<file path="config.mk">
export PLATFORM = sky130hd
export DESIGN_NAME = alu_operand_sequencer_flat
export DESIGN_NICKNAME = d
export VERILOG_FILES = /design/src/rtl/alu_operand_sequencer_if.sv /design/src/rtl/alu_operand_sequencer.sv /design/src/flat_wrapper.sv
export SDC_FILE = /design/constraint.sdc
export NUM_CORES = 1
export LEC_CHECK = 0
export CORE_ASPECT_RATIO = 1.25
export CORE_MARGIN = 3
export CORE_UTILIZATION = 58
export CTS_BUF_LIST = sky130_fd_sc_hd__clkbuf_2 sky130_fd_sc_hd__clkbuf_4 sky130_fd_sc_hd__clkbuf_8
export DETAILED_ROUTE_END_ITERATION = 8
export DONT_BUFFER_PORTS = 1
export PLACE_DENSITY_LB_ADDON = 0.15
export REMOVE_ABC_BUFFERS = 1
export SYNTH_ARGS = -nofsm -noshare
export SYNTH_HDL_FRONTEND = slang
export SYNTH_SLANG_ARGS = --single-unit
</file>
<file path="constraint.sdc">
create_clock -name clk -period 1.5 [get_ports clk]
set_clock_uncertainty 0.05 [all_clocks]
set_input_delay 0.15 -clock clk [delete_from_list [all_inputs] [get_ports clk]]
set_output_delay 0.15 -clock clk [all_outputs]
set_load 0.005 [all_outputs]
</file>
<file path="src/rtl/alu_operand_sequencer_if.sv">
`default_nettype none
// ============================================================================
// Module   : alu_operand_sequencer_if
// Function : Operand bus and subtractor-side handshake of the sequencer.
// Revision : 1.0
// ============================================================================
interface alu_operand_sequencer_if #(
    parameter int WIDTH = 4,
    parameter int CNT_W = 8
);
    logic [WIDTH-1:0] din;
    logic             din_valid;
    logic             din_ready;
    logic             bin_in;
    logic             swap_en;
    logic             clear;
    logic [WIDTH-1:0] op_a;
    logic [WIDTH-1:0] op_b;
    logic             op_bin;
    logic             op_swapped;
    logic             op_valid;
    logic             op_ready;
    logic [CNT_W-1:0] op_count;

    modport master (
        output din, din_valid, bin_in, swap_en, clear, op_ready,
        input  din_ready, op_a, op_b, op_bin, op_swapped, op_valid, op_count
    );

    modport slave (
        input  din, din_valid, bin_in, swap_en, clear, op_ready,
        output din_ready, op_a, op_b, op_bin, op_swapped, op_valid, op_count
    );
endinterface
`default_nettype wire

</file>
<file path="src/rtl/alu_operand_sequencer.sv">
`default_nettype none
// ============================================================================
// Module   : alu_operand_sequencer
// Function : Collects A then B, optionally orders them, issues pair downstream.
// Revision : 1.0
// ============================================================================
module alu_operand_sequencer #(
    parameter int WIDTH = 4,
    parameter int CNT_W = 8
) (
    input  wire logic              clk,
    input  wire logic              rst_n,
    alu_operand_sequencer_if.slave bus
);
    typedef enum logic [1:0] {
        S_A   = 2'd0,
        S_B   = 2'd1,
        S_OUT = 2'd2
    } state_t;

    state_t           state_q, state_d;
    logic [WIDTH-1:0] a_q, a_d;
    logic [WIDTH-1:0] op_a_q, op_a_d;
    logic [WIDTH-1:0] op_b_q, op_b_d;
    logic             op_bin_q, op_bin_d;
    logic             op_swapped_q, op_swapped_d;
    logic             op_valid_q, op_valid_d;
    logic [CNT_W-1:0] op_count_q, op_count_d;

    logic din_ready;
    logic in_xfer;
    logic out_xfer;
    logic do_swap;

    // While a pair is held, a new operand may only enter as the pair leaves.
    assign din_ready = (state_q == S_OUT) ? bus.op_ready : 1'b1;
    assign in_xfer   = bus.din_valid & din_ready;
    assign out_xfer  = op_valid_q & bus.op_ready;
    assign do_swap   = bus.swap_en & (a_q < bus.din);

    always_comb begin
        state_d      = state_q;
        a_d          = a_q;
        op_a_d       = op_a_q;
        op_b_d       = op_b_q;
        op_bin_d     = op_bin_q;
        op_swapped_d = op_swapped_q;
        op_valid_d   = op_valid_q;
        op_count_d   = op_count_q;

        if (bus.clear) begin
            state_d    = S_A;
            op_valid_d = 1'b0;
            a_d        = '0;
        end else begin
            case (state_q)
                S_A: begin
                    if (in_xfer) begin
                        a_d     = bus.din;
                        state_d = S_B;
                    end
                end
                S_B: begin
                    if (in_xfer) begin
                        op_a_d       = do_swap ? bus.din : a_q;
                        op_b_d       = do_swap ? a_q : bus.din;
                        op_swapped_d = do_swap;
                        op_bin_d     = bus.bin_in;
                        op_valid_d   = 1'b1;
                        state_d      = S_OUT;
                    end
                end
                S_OUT: begin
                    if (out_xfer) begin
                        op_count_d = op_count_q + 1'b1;
                        op_valid_d = 1'b0;
                        if (in_xfer) begin
                            a_d     = bus.din;
                            state_d = S_B;
                        end else begin
                            state_d = S_A;
                        end
                    end
                end
                default: begin
                    state_d    = S_A;
                    op_valid_d = 1'b0;
                end
            endcase
        end
    end

    always_ff @(posedge clk or negedge rst_n) begin
        if (!rst_n) begin
            state_q      <= S_A;
            a_q          <= '0;
            op_a_q       <= '0;
            op_b_q       <= '0;
            op_bin_q     <= 1'b0;
            op_swapped_q <= 1'b0;
            op_valid_q   <= 1'b0;
            op_count_q   <= '0;
        end else begin
            state_q      <= state_d;
            a_q          <= a_d;
            op_a_q       <= op_a_d;
            op_b_q       <= op_b_d;
            op_bin_q     <= op_bin_d;
            op_swapped_q <= op_swapped_d;
            op_valid_q   <= op_valid_d;
            op_count_q   <= op_count_d;
        end
    end

    assign bus.din_ready  = din_ready;
    assign bus.op_a       = op_a_q;
    assign bus.op_b       = op_b_q;
    assign bus.op_bin     = op_bin_q;
    assign bus.op_swapped = op_swapped_q;
    assign bus.op_valid   = op_valid_q;
    assign bus.op_count   = op_count_q;
endmodule
`default_nettype wire
</file>
<file path="src/flat_wrapper.sv">
// flat-port wrapper written by rule: the top's interface ports become plain ports
module alu_operand_sequencer_flat 
#(
    parameter int WIDTH = 4,
    parameter int CNT_W = 8
)
  (clk, rst_n, bus_din, bus_din_valid, bus_bin_in, bus_swap_en, bus_clear, bus_op_ready, bus_din_ready, bus_op_a, bus_op_b, bus_op_bin, bus_op_swapped, bus_op_valid, bus_op_count);
  alu_operand_sequencer_if #(.WIDTH(WIDTH), .CNT_W(CNT_W)) bus_i ();
  input  wire logic clk;
  input  wire logic rst_n;
  input wire logic [$bits(bus_i.din)-1:0] bus_din;
  input wire logic [$bits(bus_i.din_valid)-1:0] bus_din_valid;
  input wire logic [$bits(bus_i.bin_in)-1:0] bus_bin_in;
  input wire logic [$bits(bus_i.swap_en)-1:0] bus_swap_en;
  input wire logic [$bits(bus_i.clear)-1:0] bus_clear;
  input wire logic [$bits(bus_i.op_ready)-1:0] bus_op_ready;
  output wire logic [$bits(bus_i.din_ready)-1:0] bus_din_ready;
  output wire logic [$bits(bus_i.op_a)-1:0] bus_op_a;
  output wire logic [$bits(bus_i.op_b)-1:0] bus_op_b;
  output wire logic [$bits(bus_i.op_bin)-1:0] bus_op_bin;
  output wire logic [$bits(bus_i.op_swapped)-1:0] bus_op_swapped;
  output wire logic [$bits(bus_i.op_valid)-1:0] bus_op_valid;
  output wire logic [$bits(bus_i.op_count)-1:0] bus_op_count;
  assign bus_i.din = bus_din;
  assign bus_i.din_valid = bus_din_valid;
  assign bus_i.bin_in = bus_bin_in;
  assign bus_i.swap_en = bus_swap_en;
  assign bus_i.clear = bus_clear;
  assign bus_i.op_ready = bus_op_ready;
  assign bus_din_ready = bus_i.din_ready;
  assign bus_op_a = bus_i.op_a;
  assign bus_op_b = bus_i.op_b;
  assign bus_op_bin = bus_i.op_bin;
  assign bus_op_swapped = bus_i.op_swapped;
  assign bus_op_valid = bus_i.op_valid;
  assign bus_op_count = bus_i.op_count;
  alu_operand_sequencer #(.WIDTH(WIDTH), .CNT_W(CNT_W)) u_core (.clk(clk), .rst_n(rst_n), .bus(bus_i));
endmodule
</file>
==> results, run 1 <==
- The flow ran to the end, but the final reports show violations.
- The checks that failed: negative hold slack, negative setup slack.
- The buffer cell driving the clock tree root is sky130_fd_sc_hd__clkbuf_4.
- For this run, the total global-route usage over all layers was measured as 0.235.
- The area of the placeable core is 0.00205 mm2.
- The number of routed nets with antenna violations is 0.
- The depth of the worst register-to-register path is 6.
- VDD sags by at most 0.000978 V.
- The number of antenna violations at the first check in global routing was 0.
- Derived from the worst setup path, the maximum achievable clock frequency is roughly 640 MHz.
- The start point of the critical path is u_core.a_q[2].
- In the routed layout, each cell is associated on average with a via count of 5.95.
- The capture point of the worst reg-to-reg path is u_core.bus.op_a[3].
- Setup repair after global routing could not meet its margin everywhere.
- Of the available clock period, the critical path in the final layout requires 1.05.
- For this design the static power due to leakage is 0.770 nW.
- The power density normalized to cell area is 1000 mW/mm2.
- The worst register-to-register path has a setup slack of -70 ps.
- The final worst hold slack is -51.1 ps.
- The most used flip-flop cell after synthesis is sky130_fd_sc_hd__dfrtp_1.
- The total count of max-transition violations in the final report was 0.
- The start-to-end type of the worst setup path is reg2reg.
- The number of CTS-inserted buffers is 3.
- The total I/O pin count is 31.
- TritonCTS built the clock tree.
- In the routed design, unresolved DRC markers number 0.
- The via count of the first global-routing pass was 1158.
- In this run the worst path has a maximum fanout of 7.
- The initial core utilization is 0.640.
- Summing over every cut layer, the via total after detailed routing is 1118.
- The final sum of negative setup slack is -341 ps.
- The number of storage elements in the synthesis netlist is 25.
- From synthesis to final layout, the design area changed by 31.1%.
- Entering global routing, the biggest net connects 26 pins.
- Setup violations remaining at the end of the flow were counted as 8.
- The remaining global-route overflow is 0.
- The first global-routing pass estimated 5.16 mm of wire.
- The count of final hold-check violations is 2.
- The die height is 59.2 um.
- The post-synthesis average cell area is 10.4 um2.
- The hold-critical path depth is 2.
- The cell count after synthesis came out at 126.
- The number of inserted diodes is 0.
- The number of violations of the max-capacitance limit is 0.
- Subtracting the final worst setup slack from the clock period gives 1570 ps.
- In this run the most critical hold path is launched from bus_din[3].
- The detailed-route wire length is 3.29 mm.
- For this run, the number of Yosys warnings is 0.
- The fraction of registers with async set or reset after synthesis is 1.00.
- The worst hold path belongs to the class in2reg.
- The maximum count of clock buffers along a single path is 2.
- The endpoint with the worst hold slack is u_core.bus.op_a[3].
- The horizontal extent of the die is 48.5 um.
- After clock tree synthesis, the clock-pin slew on the worst setup and hold paths is 130 ps.
- Clock tree synthesis found a total of 25 sinks.
- The critical register-to-register path startpoint is u_core.a_q[2].
- The number of nets in the finished design is roughly 170.
- Summed over all nets, the half-perimeter wirelength after detailed placement is 2.14 mm.
- The arrival time at the worst endpoint is between 1500 and 2000 ps.
- The placement row count is 18.
- The clock reaches the later pin of the worst-skew pair after around 320 ps.
- The number of search-and-repair iterations in the first detailed-routing pass is 4.
- The proportion of layout cells with a drive suffix above 1 is 0.304.
- Buffers placed on the I/O ports in this run total 0.
- The required time of the worst setup path is 1710 ps.
- The headroom to the max-slew limit is 0.809.
- At the end of routability-driven placement, the weighted congestion stood at 0.801.
- The netlist area before placement is 0.00131 mm2.
- At the pin with the least slew margin, the transition time is 285 ps.
- The total number of H-tree levels is 1.
- The smallest setup slack after layout is -71.1 ps.
- In this run, synthesis inferred 0 flip-flops with an integrated enable.
- The worst setup path is captured at a register.
- The area of the die is 0.00287 mm2.
- After detailed routing, the average wire length per cell comes to 17.5 um.
- The share of the Yosys chip area taken by registers is 0.477.
- Synthesis instantiated 31 different standard cells from the library.
- The detailed router finished its first iteration with 43 violations.
- The kind of start point of the critical path is a register.
-- synthesized netlist by cell type (2+ instances only) --
| library cell | count | area share |
|---|---|---|
| sky130_fd_sc_hd__mux2_2 | 5 | 0.043 |
| sky130_fd_sc_hd__xnor2_1 | 7 | 0.047 |
| sky130_fd_sc_hd__nor2_2 | 2 | 0.0095 |
| sky130_fd_sc_hd__o21ai_0 | 8 | 0.031 |
| sky130_fd_sc_hd__a31oi_1 | 7 | 0.033 |
| sky130_fd_sc_hd__a21oi_1 | 5 | 0.019 |
| sky130_fd_sc_hd__nand3b_1 | 2 | 0.011 |
| sky130_fd_sc_hd__inv_1 | 3 | 0.0086 |
| sky130_fd_sc_hd__nand3_1 | 7 | 0.027 |
| sky130_fd_sc_hd__and3_1 | 3 | 0.014 |
| sky130_fd_sc_hd__ha_1 | 4 | 0.038 |
| sky130_fd_sc_hd__nand4_1 | 4 | 0.019 |
| sky130_fd_sc_hd__nand2_1 | 11 | 0.031 |
| sky130_fd_sc_hd__a21o_1 | 2 | 0.011 |
| sky130_fd_sc_hd__nor2b_1 | 3 | 0.014 |
| sky130_fd_sc_hd__nand2b_4 | 2 | 0.021 |
| sky130_fd_sc_hd__or2_1 | 2 | 0.0095 |
| sky130_fd_sc_hd__dfrtp_1 | 25 | 0.48 |
| sky130_fd_sc_hd__nor2_1 | 12 | 0.034 |
-- how the worst max path moves through the flow --
stage	endpoint	slack, ps	cells after the start
3_3_place_gp	u_core.bus.op_b[2]	-100	5
3_5_place_dp	u_core.bus.op_a[3]	-180	5
2_1_floorplan	u_core.bus.op_a[1]	-70	5
6_report	u_core.bus.op_a[3]	-70	6
4_1_cts	u_core.bus.op_b[1]	-40	6
5_1_grt	u_core.bus.op_a[2]	-170	6
-- cells by family (layout without fill, tap and decap cells) --
logic type | Yosys count | after routing | synth area share
AOI/OAI and AO/OA | 28 | 28 | 0.149
xor gates and xnor gates | 8 | 8 | 0.0534
adders and majority gates | 4 | 4 | 0.0382
buffers and inverters | 5 | 37 | 0.0181
DFF | 25 | 25 | 0.477
muxes | 5 | 5 | 0.0429
and+or+nand+nor | 51 | 51 | 0.221
-- routing by layer --
layer	track usage	wire, um
met5	0	0
met1	0.241	1220
met4	0.114	49
met3	0.0504	188
met2	0.455	1820
-- worst max-delay path, cell delays in order (launching register included) --
cell and delay (ps):
sky130_fd_sc_hd__dfrtp_1 410, sky130_fd_sc_hd__ha_2 260, sky130_fd_sc_hd__or2_1 230, sky130_fd_sc_hd__a21oi_1 160, sky130_fd_sc_hd__buf_4 160, sky130_fd_sc_hd__o21ai_1 60, sky130_fd_sc_hd__a31oi_1 170
-- repair_timing --
item,4_1_cts,5_1_grt
gates resized for setup,9,11
endpoints found under the hold margin,36,3
buffers inserted,2,4
hold buffers,8,1
endpoints found under the setup margin,10,19
pin swaps,17,7
-- flip-flops by register name (all words and copies together) (netlist names) --
register,flops
u_core.bus.op_swapped,1
u_core.a_q,4
u_core.state_q,2
u_core.bus.op_valid,1
u_core.bus.op_bin,1
u_core.bus.op_b,4
u_core.bus.op_count,8
u_core.bus.op_a,4
-- cell usage in the layout (no fill, tap or decap), drive strengths merged, types with 5 or more instances in the layout --
cell	n
a21oi	5
xnor2	7
buf	22
mux2	5
nand3	7
dfrtp	25
o21ai	8
dlygate4sd3	8
nand2	11
nor2	14
a31oi	7
-- per-stage QoR --
stage | worst slack, ps | cells | total power, W | instance area, um2 | utilization
after global placement | -100 | 169 | 0.00128 | 1460 | 0.713
after CTS | -45.0 | 183 | 0.00168 | 1630 | 0.794
after floorplan | -66.7 | 124 | 0.00116 | 1300 | -
after global routing | -171 | 188 | 0.00184 | 1720 | 0.839
after detailed placement | -184 | 169 | 0.00131 | 1460 | 0.713
final | -71.1 | 188 | 0.00172 | 1720 | 0.839
-- area by class of cell --
type | instances | area [um2]
Clock buffer | 4 | 30.0
Sequential cell | 25 | 626
Fill cell | 111 | 330
Inverter | 3 | 11.3
Timing Repair Buffer | 30 | 282
Multi-Input combinational cell | 96 | 733
Tap cell | 30 | 37.5
-- report_power, final --
part	internal [W]	leakage [nW]	switching (W)
combinational	0.000251	0.430	0.000231
sequential	0.000807	0.321	0.000109
clock	0.000122	0.0184	0.000203
total	0.00118	0.770	0.000543
Power figures use the tool's default switching activity.
==> run 2, diff against run 1 <==
--- a/config.mk
+++ b/config.mk
@@ -5,13 +5,15 @@
 export SDC_FILE = /design/constraint.sdc
 export NUM_CORES = 1
 export LEC_CHECK = 0
+export ABC_AREA = 1
 export CORE_ASPECT_RATIO = 1.25
 export CORE_MARGIN = 3
 export CORE_UTILIZATION = 58
 export CTS_BUF_LIST = sky130_fd_sc_hd__clkbuf_2 sky130_fd_sc_hd__clkbuf_4 sky130_fd_sc_hd__clkbuf_8
+export CTS_CLUSTER_DIAMETER = 60
 export DETAILED_ROUTE_END_ITERATION = 8
 export DONT_BUFFER_PORTS = 1
-export PLACE_DENSITY_LB_ADDON = 0.15
+export PLACE_DENSITY = 0.76
 export REMOVE_ABC_BUFFERS = 1
 export SYNTH_ARGS = -nofsm -noshare
 export SYNTH_HDL_FRONTEND = slang
==> run 2 against run 1 <==
The run now ends clean. Flip-flop and latch count is the same. Worst hold slack gained 76 ps. Sequential share of layout area rose by 4.8 points. First-iteration DRC count is 72% lower. Cell area fell by 12%. Total power is 6.0% lower. Fmax increased by 11%. Count of clock-buffer cells in the layout unchanged. Synthesized area increased by 3.3%. Sequential power rose by 3.6%. Combinational power shrank 26%. Global-route usage is 3.5 points lower.
==> results, run 2 <==
- Status: finished clean (was finished with violations).
- The first-pass GRT wire length came to 4.53 mm (was 5.16 mm).
- The count of final hold-check violations was 0 (was 2).
- The total leakage power is 0.853 nW (was 0.770 nW).
- The placed instance area is 0.00141 mm2 (was 0.00146 mm2).
- The sink count of the clock tree came to 25 (unchanged).
- The weighted congestion reported at the end of routability-driven placement is 0.808 (was 0.801).
- The total count of max-transition violations in the final report is 0 (unchanged).
- The headroom to the max-slew limit is 0.256 (was 0.809).
- The kind of start point of the critical path is a register (unchanged).
- The filler-free cell count of the finished design is 210 (was 188).
- The source-to-sink clock delay at the later pin of the worst-skew pair came to 310 ps (was 320 ps).
- The maximum count of clock buffers along a single path is 2 (unchanged).
- The most common cell after layout, fill and taps aside is sky130_fd_sc_hd__nand2_1 (was sky130_fd_sc_hd__dfrtp_1).
- The clock tree from TritonCTS is built (unchanged).
- The number of violations of the max-capacitance limit is 0 (unchanged).
- The initial core utilization is 0.647 (was 0.640).
- The number of design-rule violations left by the first detailed-router iteration is 12 (was 43).
- The start-to-end type of the worst setup path is reg2reg (unchanged).
- The clock input transition at the sequential cells of the worst setup and hold paths is 130 ps (about the same).
- The depth of the worst register-to-register path is 8 (was 6).
- The buffer and inverter count on the worst path is 1 (unchanged).
- The most frequent cell after synthesis is sky130_fd_sc_hd__nand2_1 (was sky130_fd_sc_hd__dfrtp_1).
- The type of element capturing the critical path is a register (unchanged).
- The number of inserted diodes came to 0 (unchanged).
- The placement row count came to 18 (unchanged).
- The count of placed standard cells including taps is 202 (was 169).
- The DRC violations left came to 0 (unchanged).
- The post-synthesis average cell area is 7.97 um2 (was 10.4 um2).
- The final setup violation count is 0 (was 8).
- The buffer cell driving the clock tree root was sky130_fd_sc_hd__clkbuf_4 (unchanged).
- The maximum fanout along the worst path was 9 (was 7).
- The number of distinct library cells after synthesis is 25 (was 31).
- The flip-flop cell with the highest count after synthesis was sky130_fd_sc_hd__dfrtp_1 (unchanged).
- The area of the die is 0.00296 mm2 (was 0.00287 mm2).
- Critical-path cell list: ha_4 > nand2_1 > nand2_2 > nor2_2 > buf_6 > nand3_1 > nand3_1 > nand2_1 (was ha_2 > or2_1 > a21oi_1 > buf_4 > o21ai_1 > a31oi_1).
- Leading cell types by total area after synthesis: sky130_fd_sc_hd__dfrtp_1 46%, sky130_fd_sc_hd__nand2_1 18%, sky130_fd_sc_hd__nand3_1 8.1%, sky130_fd_sc_hd__inv_1 5.0%, sky130_fd_sc_hd__ha_1 3.7% (was sky130_fd_sc_hd__dfrtp_1 48%, sky130_fd_sc_hd__xnor2_1 4.7%, sky130_fd_sc_hd__mux2_2 4.3%, sky130_fd_sc_hd__ha_1 3.8%, sky130_fd_sc_hd__nor2_1 3.4%).
- The total number of yosys warnings was 0 (unchanged).
- The total number of H-tree levels is 1 (unchanged).
- The horizontal extent of the die is 49.2 um (was 48.5 um).
- The hold-critical path depth is 4 (was 2).
- Most frequent cells after synthesis: 66 x sky130_fd_sc_hd__nand2_1, 25 x sky130_fd_sc_hd__dfrtp_1, 22 x sky130_fd_sc_hd__nand3_1, 18 x sky130_fd_sc_hd__inv_1, 5 x sky130_fd_sc_hd__nor2_1 (was 25 x sky130_fd_sc_hd__dfrtp_1, 12 x sky130_fd_sc_hd__nor2_1, 11 x sky130_fd_sc_hd__nand2_1, 8 x sky130_fd_sc_hd__o21ai_0).
- The biggest cell delay along the critical path is 440 ps (was 410 ps).
- The number of search-and-repair iterations in the first detailed-routing pass was 4 (unchanged).
- The cell type group with the largest total delay on the critical path is simple AND/OR/NAND/NOR gates (was flip-flops).
- The period utilization was 0.948 (was 1.05).
- The vias per cell was 5.31 (was 5.95).
- The placement-stage worst setup slack is 5.16 ps (was -184 ps).
- The number of storage elements in the synthesis netlist is 25 (unchanged).
- The number of CTS-inserted buffers is 3 (unchanged).
- The area share of the largest cell type after synthesis came to 0.462 (was 0.477).
- The overall power after layout came to 0.00162 W (was 0.00172 W).
- The total via count in the routed design is 1115 (was 1118).
- The final standard cell area without fillers is 0.00152 mm2 (was 0.00172 mm2).
- The count of input and output buffers was 0 (unchanged).
- The maximum clock rate came to 703 MHz (was 637 MHz).
- The proportion of layout cells with a drive suffix above 1 is 0.161 (was 0.304).
- The number of synthesized flops with an enable pin was 0 (unchanged).
- The via count of the first global-routing pass is 1055 (was 1158).
- The flip-flop count of the largest register after layout came to 8 (unchanged).
- The remaining global-route overflow is 0 (unchanged).
- The post-layout minimum cycle time is 1420 ps (was 1570 ps).
- The smallest setup slack after layout is 78.3 ps (was -71.1 ps).
- The netlist area before placement is 0.00136 mm2 (was 0.00131 mm2).
- The number of routed nets with antenna violations is 0 (unchanged).
- The number of nets in the finished design is 196 (was 174).
- The number of antenna violations at the first check in global routing is 0 (unchanged).
- The number of buffers inserted by post-CTS setup repair is 0 (was 2).
- The overall fraction of global-route tracks in use is 0.200 (was 0.235).
- The detailed-route wire length is 2.76 mm (was 3.29 mm).
- The worst vdd rail ir drop came to 0.00100 V (was 0.000978 V).
- The cell with the biggest individual delay on the critical path is sky130_fd_sc_hd__dfrtp_1 (unchanged).
- The final design utilization is 0.725 (was 0.839).
- The required time of the worst setup path is 1670 ps (was 1710 ps).
- The die height is 60.0 um (was 59.2 um).
- The depth of the critical timing path with buffers and inverters included was 8 (was 6).
- The sequential-to-total area share from yosys stat came to 0.462 (was 0.477).
- The class of the tightest hold or removal check is in2reg (unchanged).
- The fraction of registers with async set or reset after synthesis is 1.00 (unchanged).
- The library cell occupying the most area in the post-synthesis netlist is sky130_fd_sc_hd__dfrtp_1 (unchanged).
- Most used cells in the layout excluding fill and tap cells: 65 x sky130_fd_sc_hd__nand2_1, 25 x sky130_fd_sc_hd__dfrtp_1, 21 x sky130_fd_sc_hd__nand3_1 (was 25 x sky130_fd_sc_hd__dfrtp_1, 17 x sky130_fd_sc_hd__buf_4, 12 x sky130_fd_sc_hd__nor2_1).
- The detailed-route wire length per cell is 13.1 um (was 17.5 um).
- The number of instances in the synthesized netlist is 170 (was 126).
- The area of the placeable core came to 0.00209 mm2 (was 0.00205 mm2).
- The layout-stage area growth over the synthesis result is 12.1% (was 31.1%).
- The power density normalized to cell area is 1070 mW/mm2 (was 1000 mW/mm2).
- The total I/O pin count is 31 (unchanged).
- The detailed placement HPWL was 2.11 mm (was 2.14 mm).
- The arrival time at the worst endpoint is 1590 ps (was 1780 ps).
- The transition time of the tightest slew-check pin came to 1110 ps (was 285 ps).
- The pin count of the biggest net entering global routing is 26 (unchanged).
-- run 2: changes by cell type after synthesis, moves of 3 or more --
cell / change
sky130_fd_sc_hd__and3_1: -3
sky130_fd_sc_hd__nand4_1: -3
sky130_fd_sc_hd__a21oi_1: -5
sky130_fd_sc_hd__o21ai_0: -7
sky130_fd_sc_hd__nand3_1: +15
sky130_fd_sc_hd__mux2_2: -5
sky130_fd_sc_hd__nor2_1: -7
sky130_fd_sc_hd__nand2_1: +55
sky130_fd_sc_hd__nor2b_1: -3
sky130_fd_sc_hd__nand2_2: +4
sky130_fd_sc_hd__xnor2_1: -5
sky130_fd_sc_hd__a31oi_1: -7
sky130_fd_sc_hd__inv_1: +15
-- run 2: cell families (layout without fill, tap and decap cells) --
family,Yosys count,in the layout,synth area share
buffers and inverters,22,32,0.0692
xor gates and xnor gates,5,5,0.0323
AOI/OAI and AO/OA,4,4,0.0222
adders and majority gates,4,4,0.0369
and+or+nand+nor,110,110,0.378
DFF,25,25,0.462
-- run 2: path summary, 6_finish.rpt --
kind,endpoint,slack [ps],startpoint
worst max-delay path,u_core.bus.op_a[3],80,u_core.a_q[3]
worst min-delay path,u_core.bus.op_b[0],30,bus_din[0]
worst max register to register,u_core.bus.op_a[3],80,u_core.a_q[3]
worst min register to register,u_core.a_q[0],450,u_core.a_q[0]
max in group asynchronous,u_core.bus.op_a[1],310,rst_n
min in group asynchronous,u_core.bus.op_count[2],430,rst_n
-- run 2: where the power goes --
group | internal [W] | total (W) | switching [W]
combinational | 0.000145 | 0.000359 | 0.000214
sequential | 0.000819 | 0.000949 | 0.000130
clock | 0.000122 | 0.000312 | 0.000190
-- run 2: timing repair --
action	4_1_cts	5_1_grt
gates resized for setup	1	6
endpoints found under the setup margin	5	10
cloned	0	0
hold buffers	4	0
hold endpoints to repair	32	0
-- run 2: worst register-to-register path, cell delays in order, from the launching register on --
cell	delay (ps)
sky130_fd_sc_hd__dfrtp_1	440
sky130_fd_sc_hd__ha_4	240
sky130_fd_sc_hd__nand2_1	70
sky130_fd_sc_hd__nand2_2	50
sky130_fd_sc_hd__nor2_2	80
sky130_fd_sc_hd__buf_6	150
sky130_fd_sc_hd__nand3_1	90
sky130_fd_sc_hd__nand3_1	100
sky130_fd_sc_hd__nand2_1	60
-- run 2: cell type report --
| type | count | area, um2 |
|---|---|---|
| Fill cell | 181 | 576 |
| Multi-Input combinational cell | 123 | 674 |
| Clock buffer | 4 | 30.0 |
| Timing Repair Buffer | 8 | 73.8 |
| Sequential cell | 25 | 626 |
| Tap cell | 30 | 37.5 |
| Inverter | 20 | 77.6 |
-- run 2: metrics by stage --
step	hold WS, ps	setup TNS (ps)
2_1_floorplan	-196	0
3_3_place_gp	-195	0
3_5_place_dp	-195	0
4_1_cts	17.4	0
5_1_grt	41.6	-36.0
6_report	25.2	0
-- run 2: metal layers --
| layer | share of wire | wire length (um) | track usage | vias to the layer above |
|---|---|---|---|---|
| li1 | - | - | - | 555 |
| met5 | 0 | 0 | 0 | - |
| met4 | 0.0062 | 17 | 0.0732 | 0 |
| met2 | 0.54 | 1490 | 0.379 | 26 |
| met3 | 0.054 | 150 | 0.0399 | 2 |
| met1 | 0.40 | 1100 | 0.221 | 532 |
